===== src/rtl/gpu_mailbox_pkg.sv =====
// gpu_mailbox_pkg: register offsets and STATUS/CTRL field positions for the GPU command mailbox
package gpu_mailbox_pkg;
  typedef enum logic [1:0] {OFF_CMD, OFF_STATUS, OFF_CTRL, OFF_RSP} mb_off_e;
  localparam int ST_EMPTY     = 0;
  localparam int ST_FULL      = 1;
  localparam int ST_OVERFLOW  = 2;
  localparam int ST_RSP_PEND  = 3;
  localparam int ST_RSP_OVR   = 4;
  localparam int ST_COUNT_LSB = 8;
  localparam int ST_COUNT_MSB = 15;
  localparam int ST_RET_LSB   = 16;
  localparam int ST_RET_MSB   = 31;
  localparam int CTRL_FLUSH   = 0;
  localparam int CTRL_CLR     = 1;
endpackage


===== src/rtl/gpu_cmd_mailbox_if.sv =====
// gpu_cmd_mailbox_if: core data bus, command stream and response strobe of the mailbox
interface gpu_cmd_mailbox_if;
  logic [31:0] bus_addr_i;
  logic [31:0] bus_wr_data_i;
  logic        bus_wr_en_i;
  logic [31:0] bus_rd_data_o;
  logic        bus_hit_o;
  logic        cmd_valid_o;
  logic [31:0] cmd_data_o;
  logic        cmd_ready_i;
  logic        rsp_valid_i;
  logic [31:0] rsp_data_i;
  modport master (
    output bus_addr_i, bus_wr_data_i, bus_wr_en_i, cmd_ready_i, rsp_valid_i, rsp_data_i,
    input  bus_rd_data_o, bus_hit_o, cmd_valid_o, cmd_data_o
  );
  modport slave (
    input  bus_addr_i, bus_wr_data_i, bus_wr_en_i, cmd_ready_i, rsp_valid_i, rsp_data_i,
    output bus_rd_data_o, bus_hit_o, cmd_valid_o, cmd_data_o
  );
endinterface


===== src/rtl/gpu_cmd_mailbox_sync_fifo.sv =====
// sync_fifo: single-clock FIFO with flush; a full FIFO still accepts a push when popped that cycle
module sync_fifo #(
  parameter int WIDTH = 32,
  parameter int DEPTH = 16
) (
  input  logic                   clk_i,
  input  logic                   reset_ni,
  input  logic                   push_i,
  input  logic                   pop_i,
  input  logic                   flush_i,
  input  logic [WIDTH-1:0]       data_i,
  output logic                   full_o,
  output logic                   empty_o,
  output logic [$clog2(DEPTH):0] count_o,
  output logic [WIDTH-1:0]       data_o
);
  localparam int AW = $clog2(DEPTH);
  logic [WIDTH-1:0] mem_q [DEPTH];
  logic [AW-1:0] wr_ptr_q, wr_ptr_d, rd_ptr_q, rd_ptr_d;
  logic [AW:0] count_q, count_d;
  logic wr, rd;
  assign full_o   = count_q == (AW+1)'(DEPTH);
  assign empty_o  = count_q == '0;
  assign rd       = pop_i & ~flush_i & ~empty_o;
  assign wr       = push_i & ~flush_i & (~full_o | rd);
  assign wr_ptr_d = flush_i ? '0 : wr_ptr_q + AW'(wr);
  assign rd_ptr_d = flush_i ? '0 : rd_ptr_q + AW'(rd);
  assign count_d  = flush_i ? '0 : count_q + (AW+1)'(wr) - (AW+1)'(rd);
  assign count_o  = count_q;
  assign data_o   = empty_o ? '0 : mem_q[rd_ptr_q];
  always_ff @(posedge clk_i) begin
    wr_ptr_q <= reset_ni ? wr_ptr_d : '0;
    rd_ptr_q <= reset_ni ? rd_ptr_d : '0;
    count_q  <= reset_ni ? count_d : '0;
  end
  always_ff @(posedge clk_i) begin
    if (wr) mem_q[wr_ptr_q] <= data_i;
  end
endmodule


===== src/rtl/gpu_cmd_mailbox.sv =====
// gpu_cmd_mailbox: bus-mapped command FIFO to the GPU plus a polled response latch
module gpu_cmd_mailbox
  import gpu_mailbox_pkg::*;
#(
  parameter logic [31:0] BASE_ADDR = 32'h8000_0000,
  parameter int          DEPTH     = 16
) (
  input logic               clk_i,
  input logic               reset_ni,
  gpu_cmd_mailbox_if.slave  mb
);
  localparam int AW = $clog2(DEPTH);
  mb_off_e off;
  logic hit, wr_hit, push_req, pop, flush, clr, full, empty;
  logic [AW:0] count;
  logic [15:0] retired_q, retired_d;
  logic overflow_q, overflow_d, rsp_pend_q, rsp_pend_d, rsp_ovr_q, rsp_ovr_d;
  logic [31:0] rsp_data_q, rsp_data_d, status;
  logic unused_addr;
  assign unused_addr = ^mb.bus_addr_i[1:0];
  assign hit      = mb.bus_addr_i[31:4] == BASE_ADDR[31:4];
  assign off      = mb_off_e'(mb.bus_addr_i[3:2]);
  assign wr_hit   = mb.bus_wr_en_i & hit;
  assign push_req = wr_hit & (off == OFF_CMD);
  assign flush    = wr_hit & (off == OFF_CTRL) & mb.bus_wr_data_i[CTRL_FLUSH];
  assign clr      = wr_hit & (off == OFF_CTRL) & mb.bus_wr_data_i[CTRL_CLR];
  assign pop      = mb.cmd_valid_o & mb.cmd_ready_i;
  assign mb.cmd_valid_o = ~empty;
  sync_fifo #(.WIDTH(32), .DEPTH(DEPTH)) u_fifo (
    .clk_i    (clk_i),
    .reset_ni (reset_ni),
    .push_i   (push_req),
    .pop_i    (pop),
    .flush_i  (flush),
    .data_i   (mb.bus_wr_data_i),
    .full_o   (full),
    .empty_o  (empty),
    .count_o  (count),
    .data_o   (mb.cmd_data_o)
  );
  // A pop coinciding with flush is discarded by the FIFO, so it is not retired either
  assign retired_d  = retired_q + 16'(pop & ~flush);
  assign overflow_d = (overflow_q & ~clr) | (push_req & full & ~pop);
  assign rsp_pend_d = mb.rsp_valid_i | (rsp_pend_q & ~(wr_hit & (off == OFF_RSP)));
  assign rsp_ovr_d  = (rsp_ovr_q & ~clr) | (mb.rsp_valid_i & rsp_pend_q);
  assign rsp_data_d = mb.rsp_valid_i ? mb.rsp_data_i : rsp_data_q;
  always_comb begin
    status = '0;
    status[ST_EMPTY] = empty;
    status[ST_FULL] = full;
    status[ST_OVERFLOW] = overflow_q;
    status[ST_RSP_PEND] = rsp_pend_q;
    status[ST_RSP_OVR] = rsp_ovr_q;
    status[ST_COUNT_MSB:ST_COUNT_LSB] = 8'(count);
    status[ST_RET_MSB:ST_RET_LSB] = retired_q;
  end
  assign mb.bus_hit_o     = hit;
  assign mb.bus_rd_data_o = !hit ? '0 : off == OFF_STATUS ? status : off == OFF_RSP ? rsp_data_q : '0;
  always_ff @(posedge clk_i) begin
    retired_q  <= reset_ni ? retired_d : '0;
    overflow_q <= reset_ni ? overflow_d : 1'b0;
    rsp_pend_q <= reset_ni ? rsp_pend_d : 1'b0;
    rsp_ovr_q  <= reset_ni ? rsp_ovr_d : 1'b0;
    rsp_data_q <= reset_ni ? rsp_data_d : '0;
  end
endmodule


===== src/flat_wrapper.sv =====
// flat-port wrapper written by rule: the top's interface ports become plain ports
module gpu_cmd_mailbox_flat import gpu_mailbox_pkg::*;
#(
  parameter logic [31:0] BASE_ADDR = 32'h8000_0000,
  parameter int          DEPTH     = 16
)
  (clk_i, reset_ni, mb_bus_addr_i, mb_bus_wr_data_i, mb_bus_wr_en_i, mb_cmd_ready_i, mb_rsp_valid_i, mb_rsp_data_i, mb_bus_rd_data_o, mb_bus_hit_o, mb_cmd_valid_o, mb_cmd_data_o);
  gpu_cmd_mailbox_if mb_i ();
  input logic clk_i;
  input logic reset_ni;
  input wire logic [$bits(mb_i.bus_addr_i)-1:0] mb_bus_addr_i;
  input wire logic [$bits(mb_i.bus_wr_data_i)-1:0] mb_bus_wr_data_i;
  input wire logic [$bits(mb_i.bus_wr_en_i)-1:0] mb_bus_wr_en_i;
  input wire logic [$bits(mb_i.cmd_ready_i)-1:0] mb_cmd_ready_i;
  input wire logic [$bits(mb_i.rsp_valid_i)-1:0] mb_rsp_valid_i;
  input wire logic [$bits(mb_i.rsp_data_i)-1:0] mb_rsp_data_i;
  output wire logic [$bits(mb_i.bus_rd_data_o)-1:0] mb_bus_rd_data_o;
  output wire logic [$bits(mb_i.bus_hit_o)-1:0] mb_bus_hit_o;
  output wire logic [$bits(mb_i.cmd_valid_o)-1:0] mb_cmd_valid_o;
  output wire logic [$bits(mb_i.cmd_data_o)-1:0] mb_cmd_data_o;
  assign mb_i.bus_addr_i = mb_bus_addr_i;
  assign mb_i.bus_wr_data_i = mb_bus_wr_data_i;
  assign mb_i.bus_wr_en_i = mb_bus_wr_en_i;
  assign mb_i.cmd_ready_i = mb_cmd_ready_i;
  assign mb_i.rsp_valid_i = mb_rsp_valid_i;
  assign mb_i.rsp_data_i = mb_rsp_data_i;
  assign mb_bus_rd_data_o = mb_i.bus_rd_data_o;
  assign mb_bus_hit_o = mb_i.bus_hit_o;
  assign mb_cmd_valid_o = mb_i.cmd_valid_o;
  assign mb_cmd_data_o = mb_i.cmd_data_o;
  gpu_cmd_mailbox #(.BASE_ADDR(BASE_ADDR), .DEPTH(DEPTH)) u_core (.clk_i(clk_i), .reset_ni(reset_ni), .mb(mb_i));
endmodule

===== config.mk =====
export PLATFORM = sky130hd
export DESIGN_NAME = gpu_cmd_mailbox_flat
export DESIGN_NICKNAME = d
export VERILOG_FILES = /design/src/rtl/gpu_mailbox_pkg.sv /design/src/rtl/gpu_cmd_mailbox_if.sv /design/src/rtl/gpu_cmd_mailbox_sync_fifo.sv /design/src/rtl/gpu_cmd_mailbox.sv /design/src/flat_wrapper.sv
export SDC_FILE = /design/constraint.sdc
export NUM_CORES = 1
export LEC_CHECK = 0
export ABC_CLOCK_PERIOD_IN_PS = 7500
export BUFFER_PORTS_ARGS = -buffer_cell sky130_fd_sc_hd__buf_4
export CELL_PAD_IN_SITES_DETAIL_PLACEMENT = 2
export CELL_PAD_IN_SITES_GLOBAL_PLACEMENT = 2
export CORE_MARGIN = 10
export CORE_UTILIZATION = 40
export DETAILED_ROUTE_END_ITERATION = 8
export GPL_ROUTABILITY_DRIVEN = 0
export GPL_TIMING_DRIVEN = 0
export PLACE_DENSITY = 0.76
export SLEW_MARGIN = 20
export SYNTH_ARGS = -nofsm -noshare
export SYNTH_HDL_FRONTEND = slang
export SYNTH_SLANG_ARGS = --single-unit

===== constraint.sdc =====
create_clock -name clk_i -period 7.5 [get_ports clk_i]
set_input_delay 0.75 -clock clk_i [delete_from_list [all_inputs] [get_ports clk_i]]
set_output_delay 0.75 -clock clk_i [all_outputs]
set_load 0.005 [all_outputs]

=== After elaboration in Yosys (flattened, before gate mapping) ===
Memories as Yosys holds them, arrays and structs flattened. A register that Yosys moved wholly into a read port is not among the register bits.
Index checks and enable logic that the tools add are counted.

* Muxes and demuxes: 7
* $add $sub $neg: 5
* Bitwise logic cells: 30
* Reductions and logical operators: 3
* Divide/modulo/power cells: 0
* Magnitude comparators: 0
* Multipliers: 0
* Shift-type cells: 0
* Equal/unequal tests: 5

{| class="wikitable"
|+ Operators with widths
! operator !! count
|-
| 2-to-1 mux 32 bit || 4
|-
| == test 28 bit (second input constant) || 1
|-
| bitwise AND 1 bit || 17
|-
| adder 16 bit || 1
|-
| bitwise AND 1 x 16 -> 16 bit || 1
|-
| NOT 1 -> 16 bit || 1
|-
| adder 4 x 1 -> 4 bit || 2
|-
| NOT 1 bit || 7
|-
| adder 5 x 1 -> 5 bit || 1
|-
| == test 5 bit (second input constant) || 1
|-
| logical NOT 5 bit || 1
|-
| subtractor 5 x 1 -> 5 bit || 1
|-
| == test 2 bit (second input constant) || 2
|-
| 2-to-1 mux 4 bit || 1
|-
| OR 1 bit || 4
|-
| == test 2 x 1 -> 1 bit (second input constant) || 1
|-
| logical NOT 2 bit || 1
|-
| 2-to-1 mux 1 bit || 2
|-
| OR reduction 2 bit || 1
|}

* Register bits after elaboration: 64
* Output and inout bits: 66
* Bits in writable memories: 512
* Bits in latches: 0
* Memories kept: 1
* Memory bits (read-only): 0

{| class="wikitable"
|+ Memories
! memory !! words !! width !! rd ports !! clocked after Yosys merged registers in !! wr ports !! line !! text
|-
| u_core.u_fifo.mem_q || 16 || 32 || 1 || 1 || 1 || gpu_cmd_mailbox_sync_fifo.sv:18 || <nowiki>logic [WIDTH-1:0] mem_q [DEPTH];</nowiki>
|}

=== Depth between registers and ports, before layout ===
Gate-level depths: netlist (run 1).

* Depth after elaboration: 11
* Depth in mapped cells: 16
* Gate-level depth less buffers: 14

=== Hierarchy ===
From an unflattened synthesis (run 1), not the netlist that was laid out.

* Cells, all modules: 1171
* Area, all modules: 22979.5 um^2

{| class="wikitable"
|+ Modules (own cells, without submodules)
! module !! area each (um^2) !! cells each !! times used
|-
| sync_fifo || 20150.6 || 881 || 1
|-
| gpu_cmd_mailbox || 2829.0 || 290 || 1
|}

=== Worst setup path after synthesis (run 1) ===
No wires, ideal clock.

* Path type: input -> register
* Start: input mb_bus_addr_i[14]
* End: memory u_core.u_fifo.mem_q[10][0] (enable)
* Cell stages on the path: 5
* Required time: 6.987 ns
* Path slack: 1.642 ns
* Arrival time: 5.344 ns
* Path buffers: 1
* Library setup time: 0.513 ns
* Cell sequence: nor4_1 nand4_1 or4_1 buf_2 nor4b_1

* Word-level cells in the longest chain between the ends: 11

{| class="wikitable"
|+ Ends and longest elaborated chain
! what !! line !! text
|-
| start: declaration || flat_wrapper.sv:11 || <nowiki>input wire logic [$bits(mb_i.bus_addr_i)-1:0] mb_bus_addr_i;</nowiki>
|-
| == test 28 bit (*) || gpu_cmd_mailbox.sv:21 || <nowiki>assign hit = mb.bus_addr_i[31:4] == BASE_ADDR[31:4];</nowiki>
|-
| bitwise AND 1 bit (*) || gpu_cmd_mailbox.sv:23 || <nowiki>assign wr_hit = mb.bus_wr_en_i & hit;</nowiki>
|-
| bitwise AND 1 bit (2 in a row) || gpu_cmd_mailbox.sv:25 || <nowiki>assign flush = wr_hit & (off == OFF_CTRL) & mb.bus_wr_data_i[CTRL_FLUSH];</nowiki>
|-
| NOT 1 bit || gpu_cmd_mailbox_sync_fifo.sv:24, gpu_cmd_mailbox_sync_fifo.sv:25 ||
|-
| bitwise AND 1 bit (2 in a row) || gpu_cmd_mailbox_sync_fifo.sv:24 || <nowiki>assign rd = pop_i & ~flush_i & ~empty_o;</nowiki>
|-
| OR 1 bit || gpu_cmd_mailbox_sync_fifo.sv:25 || <nowiki>assign wr = push_i & ~flush_i & (~full_o | rd);</nowiki>
|-
| bitwise AND 1 bit (*) || gpu_cmd_mailbox_sync_fifo.sv:25 ||
|-
| 2-to-1 mux 1 bit (*) || gpu_cmd_mailbox_sync_fifo.sv:37 || <nowiki>if (wr) mem_q[wr_ptr_q] <= data_i;</nowiki>
|-
| 2-to-1 mux 1 bit (not written as such) (*) || gpu_cmd_mailbox_sync_fifo.sv:37 ||
|-
| end: declaration || gpu_cmd_mailbox_sync_fifo.sv:18 ||
|}

Every way passes the cells marked *; elsewhere a longest branch is shown, timed or not.

==> results of run 1 <==
==> worst max-delay path by stage <==
stage,slack (ps),depth (start not counted),endpoint,startpoint
finish,2880,6,mb_cmd_data_o[21],u_core.u_fifo.rd_ptr_q[3]$_SDFF_PP0_
global route,2770,6,mb_cmd_data_o[25],u_core.u_fifo.rd_ptr_q[3]$_SDFF_PP0_
CTS,2780,6,mb_cmd_data_o[2],u_core.u_fifo.rd_ptr_q[3]$_SDFF_PP0_
detailed placement,2900,10,u_core.u_fifo.mem_q[13][14]$_DFFE_PP_,mb_bus_addr_i[6]
global placement,-3220,6,u_core.u_fifo.mem_q[4][14]$_DFFE_PP_,mb_bus_addr_i[6]
floorplan,1640,5,u_core.u_fifo.mem_q[10][0]$_DFFE_PP_,mb_bus_addr_i[14]
==> per-layer routing <==
layer,track usage,vias to the layer above
li1,-,5648
met1,0.267,6990
met2,0.379,467
met3,0.0535,127
met4,0.0634,4
met5,0,-
==> state kept, by name, summed over array words and instances, names as in the netlist <==
name and flops:
u_core.overflow_q 1, u_core.retired_q 16, u_core.rsp_data_q 32, u_core.rsp_ovr_q 1, u_core.rsp_pend_q 1, u_core.u_fifo.count_o 5
u_core.u_fifo.mem_q 512, u_core.u_fifo.rd_ptr_q 4, u_core.u_fifo.wr_ptr_q 4
==> cell usage after synthesis, types with 2 or more instances <==
cell type and instances:
buf_1 2, o31ai_1 3, mux2i_1 120, xor2_1 13, or3_1 2, nor2b_1 3, inv_1 16, nand4_1 7
ha_1 12, a22o_1 32, clkbuf_1 45, xnor2_1 5, and3_1 42, nor4_1 8, nor3_1 6, dfxtp_1 64
nand2b_1 4, nor4b_1 5, edfxtp_1 512, mux4_2 96, nor2_1 87, buf_6 7, nor4_2 5, nand3_1 13
a21oi_1 7, a22oi_1 32, and4_1 3, nand2_1 10, o21ai_0 4, and2_1 4, buf_2 26, a221o_1 32
==> critical path: stages (launching register included) <==
cell and delay [ps]:
dfxtp_1 330, clkbuf_1 400, clkbuf_1 700, clkbuf_1 770, mux4_2 430, a221o_1 430
buf_4 160
==> cells by family (layout without fill, tap and decap cells) <==
kind of cell               count (synthesis)  after routing  share of synthesized area
AOI/OAI and AO/OA                        113            113                     0.0411
xor gates and xnor gates                  18             18                    0.00690
adders and majority gates                 13             13                    0.00744
buffers and inverters                     97            454                     0.0197
DFF                                      576            576                      0.729
muxes                                    216            216                      0.147
and+or+nand+nor                          208            208                     0.0491
==> final cells by class <==
cell class              count  area, sq um  area share
flip-flops and latches    576        16700       0.602
well taps                 756          946      0.0342
inverters                  17         63.8     0.00231
repair buffers            245         1820      0.0657
clock inverters            31          288      0.0104
plain buffers              80          385      0.0139
clock buffers              81         1620      0.0587
multi-input cells         568         5870       0.212
==> per-stage QoR <==
| stage | hold slack, ps | cells | power, mW | util | TNS (ps) |
|---|---|---|---|---|---|
| 3_5_place_dp | 466 | 2242 | 5.39 | 0.456 | 0 |
| 3_3_place_gp | 459 | 2159 | 5.29 | 0.443 | -601090 |
| 6_report | 347 | 2354 | 8.25 | 0.489 | 0 |
| 5_1_grt | 332 | 2354 | 8.57 | 0.489 | 0 |
| 4_1_cts | 318 | 2354 | 8.34 | 0.489 | 0 |
| 2_1_floorplan | 435 | 1241 | 4.66 | - | 0 |
==> where the power goes <==
group / switching, mW / internal (mW)
Clock: 1.27 / 1.68
Sequential: 0.0271 / 3.52
Combinational: 0.929 / 0.830
==> results.md, run 1 <==
- Clock H-tree levels: 2
- DR WL/cell: between 30 and 40 microns
- Largest net degree at the start of global routing: 18
- # setup viols final: 0
- Hold buffers post-CTS: 0
- Commonest non-fill, non-tap cell in the layout: edfxtp_1
- Asr flop ratio synth: 0
- Met2 WL: around 37000 microns
- Routed met3 length: between 4000 and 5000 microns
- Maximum VDD drop: ~180 uV
- DP HPWL: approximately 52000 microns
- Final hold violations: 0
- Crit path DAT: 3870 ps
- P&R area growth vs syn: 21.0%
- Total grt overflow: 0
- Post-CTS setup buffers: 0
- DRT iter0 DRCs: 1045
- M1 WL: 29000 microns
- F_max: ~0.22 GHz
- Startpoint types: flop
- CTS tree: yes
- Starting Density: 0.405
- #FFs+latches synth: 576
- Most frequent cells in the layout: edfxtp_1 (512), buf_4 (194), mux2i_1 (120), mux4_2 (96), nor2_1 (87)
- Vias in the first global route: approximately 15000
- Period utilization: 0.617
- Total wire length: between 70000 and 80000 microns
- Die Width: between 200 and 300 microns
- Fin. max-slew vios: 0
- Final worst path period need: 4620 ps
- Max-Cap Viols: 0
- Post_cts resized: 0
- Worst endpoint required time: 6750 ps
- Critical R2R Launch: u_core.u_fifo.count_o[2]$_SDFF_PP0_
- Critical-path maximum fanout: 10
- Gr usage total: 0.219
- Dpl ws: roughly 2900 ps
- DRT Pass-1 Iters: 5
- # port buffers: approximately 160
- Die area: 67100 sq um
- Mapped Nets: between 1000 and 1500
- Tightest Pin Transition: roughly 1000 ps
- Post-synth top area share: 0.673
- FF-to-FF path depth: 16
- Hold Path Class: input port to flop
- R2r setup slk: a little under 4000 ps
- CTS sink count: 576
- Status: finished clean
- WS Path Type: flop to output pin
- Post-synth top area cell: edfxtp_1
- R2r endpoint: u_core.u_fifo.count_o[4]$_SDFF_PP0_
- Synth warn: 0
- ANT nets after route: 0
- Max-slew headroom: 0.305
- Top Ports: roughly 170
- RSZ-0062 raised after global routing: false
- Syn_area_per_cell: approximately 18 sq um
- Worst Setup End Kind: output pin
- Final #Nets: roughly 1700
- Core Region: 56500 sq um
- Top FF cell, synth: edfxtp_1
- Hold Crit Start: mb_rsp_data_i[4]
- DR vias/cell: between 5 and 6
- Root buf cell: clkbuf_16
- Final worst setup slack: 2880 ps
- Filler cell count in the final layout: slightly above 5000
- Area contributors post-synth: edfxtp_1 (67%), mux4_2 (9.5%), dfxtp_1 (5.6%)
- WHS Path Cells: 3
- Synth unique cells: 46
- Post-synth EDFFs: 512
- N_diodes: 0
- Vert. Die Dim: 259 microns
- Synth Cell Area: 22900 sq um
- Synth Instances: ~1200
- Pleak: between 9 and 10 nW
- Via count: ~13000
- Worst hold endpoint: u_core.rsp_data_q[4]$_SDFFE_PN0P_
- Longest Clk Path Bufs: 3
- Row count: 87
- Clk Latency, worst-skew pair: about 640 ps
- Num CTS Buffers: about 60
- First-pass GRT wire length: between 100000 and 150000 microns
- Top Layer Used: met5
- Placement-stage cell area: approximately 26000 sq um
- Sequential area share after synthesis: 0.729
- Power density over the cells: 298 nW/um^2
- DRC: 0
- Cell area after layout: roughly 28000 sq um
- Worst Skew: between 20 and 25 ps
- Initial antenna violation count: 2
- Share of cells above drive strength 1: 0.292
- Clock transition at path regs: 60 ps
(Power assumes the default switching activity.)
==> run 2: changes to the inputs <==
--- a/config.mk
+++ b/config.mk
@@ -5,7 +5,7 @@
 export SDC_FILE = /design/constraint.sdc
 export NUM_CORES = 1
 export LEC_CHECK = 0
-export ABC_CLOCK_PERIOD_IN_PS = 7500
+export ABC_CLOCK_PERIOD_IN_PS = 3820
 export BUFFER_PORTS_ARGS = -buffer_cell sky130_fd_sc_hd__buf_4
 export CELL_PAD_IN_SITES_DETAIL_PLACEMENT = 2
 export CELL_PAD_IN_SITES_GLOBAL_PLACEMENT = 2
@@ -14,7 +14,7 @@
 export DETAILED_ROUTE_END_ITERATION = 8
 export GPL_ROUTABILITY_DRIVEN = 0
 export GPL_TIMING_DRIVEN = 0
-export PLACE_DENSITY = 0.76
+export PLACE_DENSITY = 0.79
 export SLEW_MARGIN = 20
 export SYNTH_ARGS = -nofsm -noshare
 export SYNTH_HDL_FRONTEND = slang
==> constraint.sdc (replaced) <==
create_clock -name clk_i -period 3.82 [get_ports clk_i]
set_input_delay 0.382 -clock clk_i [delete_from_list [all_inputs] [get_ports clk_i]]
set_output_delay 0.382 -clock clk_i [all_outputs]
set_load 0.005 [all_outputs]
==> run 2 against run 1 <==
  * Clock skew is 7.8 ps higher
  * Register-to-register slack worse by 3600 ps
  * Die area is the same
  * Sequential power grew 97%
  * Worst hold slack worse by 330 ps
  * Utilization rose by 0.62 points
==> results.md, run 2 (synthesis gave the netlist of run 1 again) <==
- DRT iter0 DRCs: 1231
- DP Cell Count: between 2000 and 2500
- DRT Pass-1 Iters: 5
- CTS tree: yes
- # port buffers: 162
- Clock H-tree levels: 2
- Core Region: 56500 sq um
- Period utilization: 0.973
- CTS sink count: 576
- Routed met3 length: roughly 4800 microns
- Initial antenna violation count: 2
- Sequential share of power: 0.428
- Final Core Density: 0.496
- ANT nets after route: 0
- Status: finished clean
- Via count: between 10000 and 15000
- Worst Skew: between 30 and 40 ps
- Internal power: ~12 mW
- Max-slew headroom: 0.279
- Final hold violations: 0
- Max-Cap Viols: 0
- Clock transition at path regs: about 60 ps
- Die area: roughly 67000 sq um
- R2r setup slk: around 300 ps
- Clk Latency, worst-skew pair: between 600 and 700 ps
- Vias in the first global route: between 15000 and 20000
- Sw Pwr: ~4.4 mW
- R2r endpoint: u_core.u_fifo.count_o[4]$_SDFF_PP0_
- Top flop regs: u_core.u_fifo.mem_q (512), u_core.rsp_data_q (32), u_core.retired_q (16)
- # setup viols final: 0
- Vert. Die Dim: 259 microns
- Maximum VDD drop: 336 uV
- Tightest Pin Transition: roughly 1100 ps
- Power density over the cells: 581 nW/um^2
- Logic pwr share: 0.217
- Pleak: ~9.6 nW
- Placement-stage cell area: roughly 26000 sq um
- FF-to-FF path depth: 16
- F_max: 0.269 GHz
- Crit-path most repeated cell: clkbuf_2
- Total wire length: 73600 microns
- DRC: 0
- Commonest non-fill, non-tap cell in the layout: edfxtp_1
- Num CTS Buffers: 59
- Starting Density: 0.405
- Hold Crit Start: mb_rsp_data_i[26]
- DR vias/cell: approximately 5.7
- Root buf cell: clkbuf_16
- Max reg flops: between 500 and 600
- WS Path Type: flop to output pin
- Top Layer Used: met5
- Hold Path Class: input port to flop
- Switching fraction of total power: 0.273
- Top Ports: roughly 170
- M1 WL: a little under 30000 microns
- P&R area growth vs syn: 22.5%
- DR WL/cell: around 31 microns
- Largest reg by FF count: u_core.u_fifo.mem_q
- Final #Nets: between 1500 and 2000
- Largest net degree at the start of global routing: 18
- Clock group share of total power: 0.355
- Die Width: ~260 microns
- Fin. max-slew vios: 0
- First-pass GRT wire length: 109000 microns
- Longest Clk Path Bufs: 3
- Met2 WL: between 30000 and 40000 microns
- Worst endpoint required time: 3440 ps
- Startpoint types: flop
- Delay of the slowest critical-path stage: around 750 ps
- Crit-path slowest cell: dfxtp_1
- DP HPWL: 50400 microns
- N_diodes: 0
- Worst hold endpoint: u_core.rsp_data_q[26]$_SDFFE_PN0P_
- Gr usage total: 0.219
- Share of cells above drive strength 1: 0.287
- Most frequent cells in the layout: edfxtp_1 (512), buf_4 (194), mux2i_1 (120), mux4_2 (96), nor2_1 (87)
- Critical R2R Launch: u_core.u_fifo.count_o[2]$_SDFF_PP0_
- Critical-path maximum fanout: 10
- Final worst path period need: between 3000 and 4000 ps
- Crit path DAT: around 3300 ps
- Worst Setup End Kind: output pin
- Worst hold slack: about 21 ps
- Total grt overflow: 0
- Row count: 87
- CP Cell Sequence: clkbuf_2 -> clkbuf_2 -> mux4_2 -> a221o_1 -> buf_4
- WHS Path Cells: 3
- Cell area after layout: between 20000 and 30000 sq um
- Final Non-Filler Cells: approximately 2400
run 2: cell count changes in the layout (fill, tap and decap cells not counted), sizes merged:
cell,previous run,this run
clkbuf,126,132
dlygate4sd3,0,29
clkinv,24,20
buf,280,253
clkinvlp,1,0
run 2: power by group through the flow:
stage / Clock (mW) / Sequential (mW) / Combinational [mW]
final: 5.78 / 6.96 / 3.52
after global routing: 6.12 / 6.96 / 3.79
after CTS: 5.86 / 6.96 / 3.57
after detailed placement: 0 / 7.09 / 3.49
after global placement: 0 / 7.09 / 3.32
after floorplan: 0 / 7.07 / 2.09
run 2: worst max path at each step:
stage	from	to	slack, ps	cells after the start
4_1_cts	u_core.u_fifo.count_o[2]$_SDFF_PP0_	u_core.u_fifo.count_o[4]$_SDFF_PP0_	4	16
3_3_place_gp	mb_bus_addr_i[19]	u_core.u_fifo.mem_q[7][15]$_DFFE_PP_	-3600	7
2_1_floorplan	mb_bus_addr_i[14]	u_core.u_fifo.mem_q[7][0]$_DFFE_PP_	-640	6
5_1_grt	u_core.u_fifo.rd_ptr_q[0]$_SDFF_PP0_	mb_cmd_data_o[2]	-4	8
3_5_place_dp	mb_bus_addr_i[19]	u_core.u_fifo.count_o[4]$_SDFF_PP0_	-350	15
6_report	u_core.u_fifo.rd_ptr_q[3]$_SDFF_PP0_	mb_cmd_data_o[2]	100	5
run 2: worst max-delay path: cells and delay by family, from the launching register on:
kind                   cells  cell delay, ps
buffers and inverters      3            1140
DFF                        1             750
AOI/OAI and AO/OA          1             440
muxes                      1             370
run 2: what timing repair did:
item,CTS,global route
endpoints found under the setup margin,32,23
resized for setup,11,15
endpoints found under the hold margin,28,1
hold buffers,28,1
setup buffers,0,0
run 2: metal layers:
| layer | vias to the layer above | GRT usage |
|---|---|---|
| met5 | - | 0 |
| met3 | 114 | 0.0507 |
| met1 | 7163 | 0.270 |
| met4 | 4 | 0.0531 |
| li1 | 5648 | - |
| met2 | 533 | 0.385 |
run 2: stage by stage:
step | setup slack [ps] | TNS, ps | total power [mW]
floorplan | -644 | -122130 | 9.16
global placement | -3600 | -1424680 | 10.4
detailed placement | -351 | -12520 | 10.6
CTS | 4.01 | 0 | 16.4
global route | -3.79 | -3.79 | 16.9
finish | 105 | 0 | 16.3
run 2: layout make-up:
cell class,count,area [sq um]
buffer,79,430
clock buffer,82,1590
clock inverter,26,280
fill,5097,28500
inverter,17,63.8
multi-input combinational,568,5930
sequential,576,16700
tap,756,946
timing repair buffer,253,2100
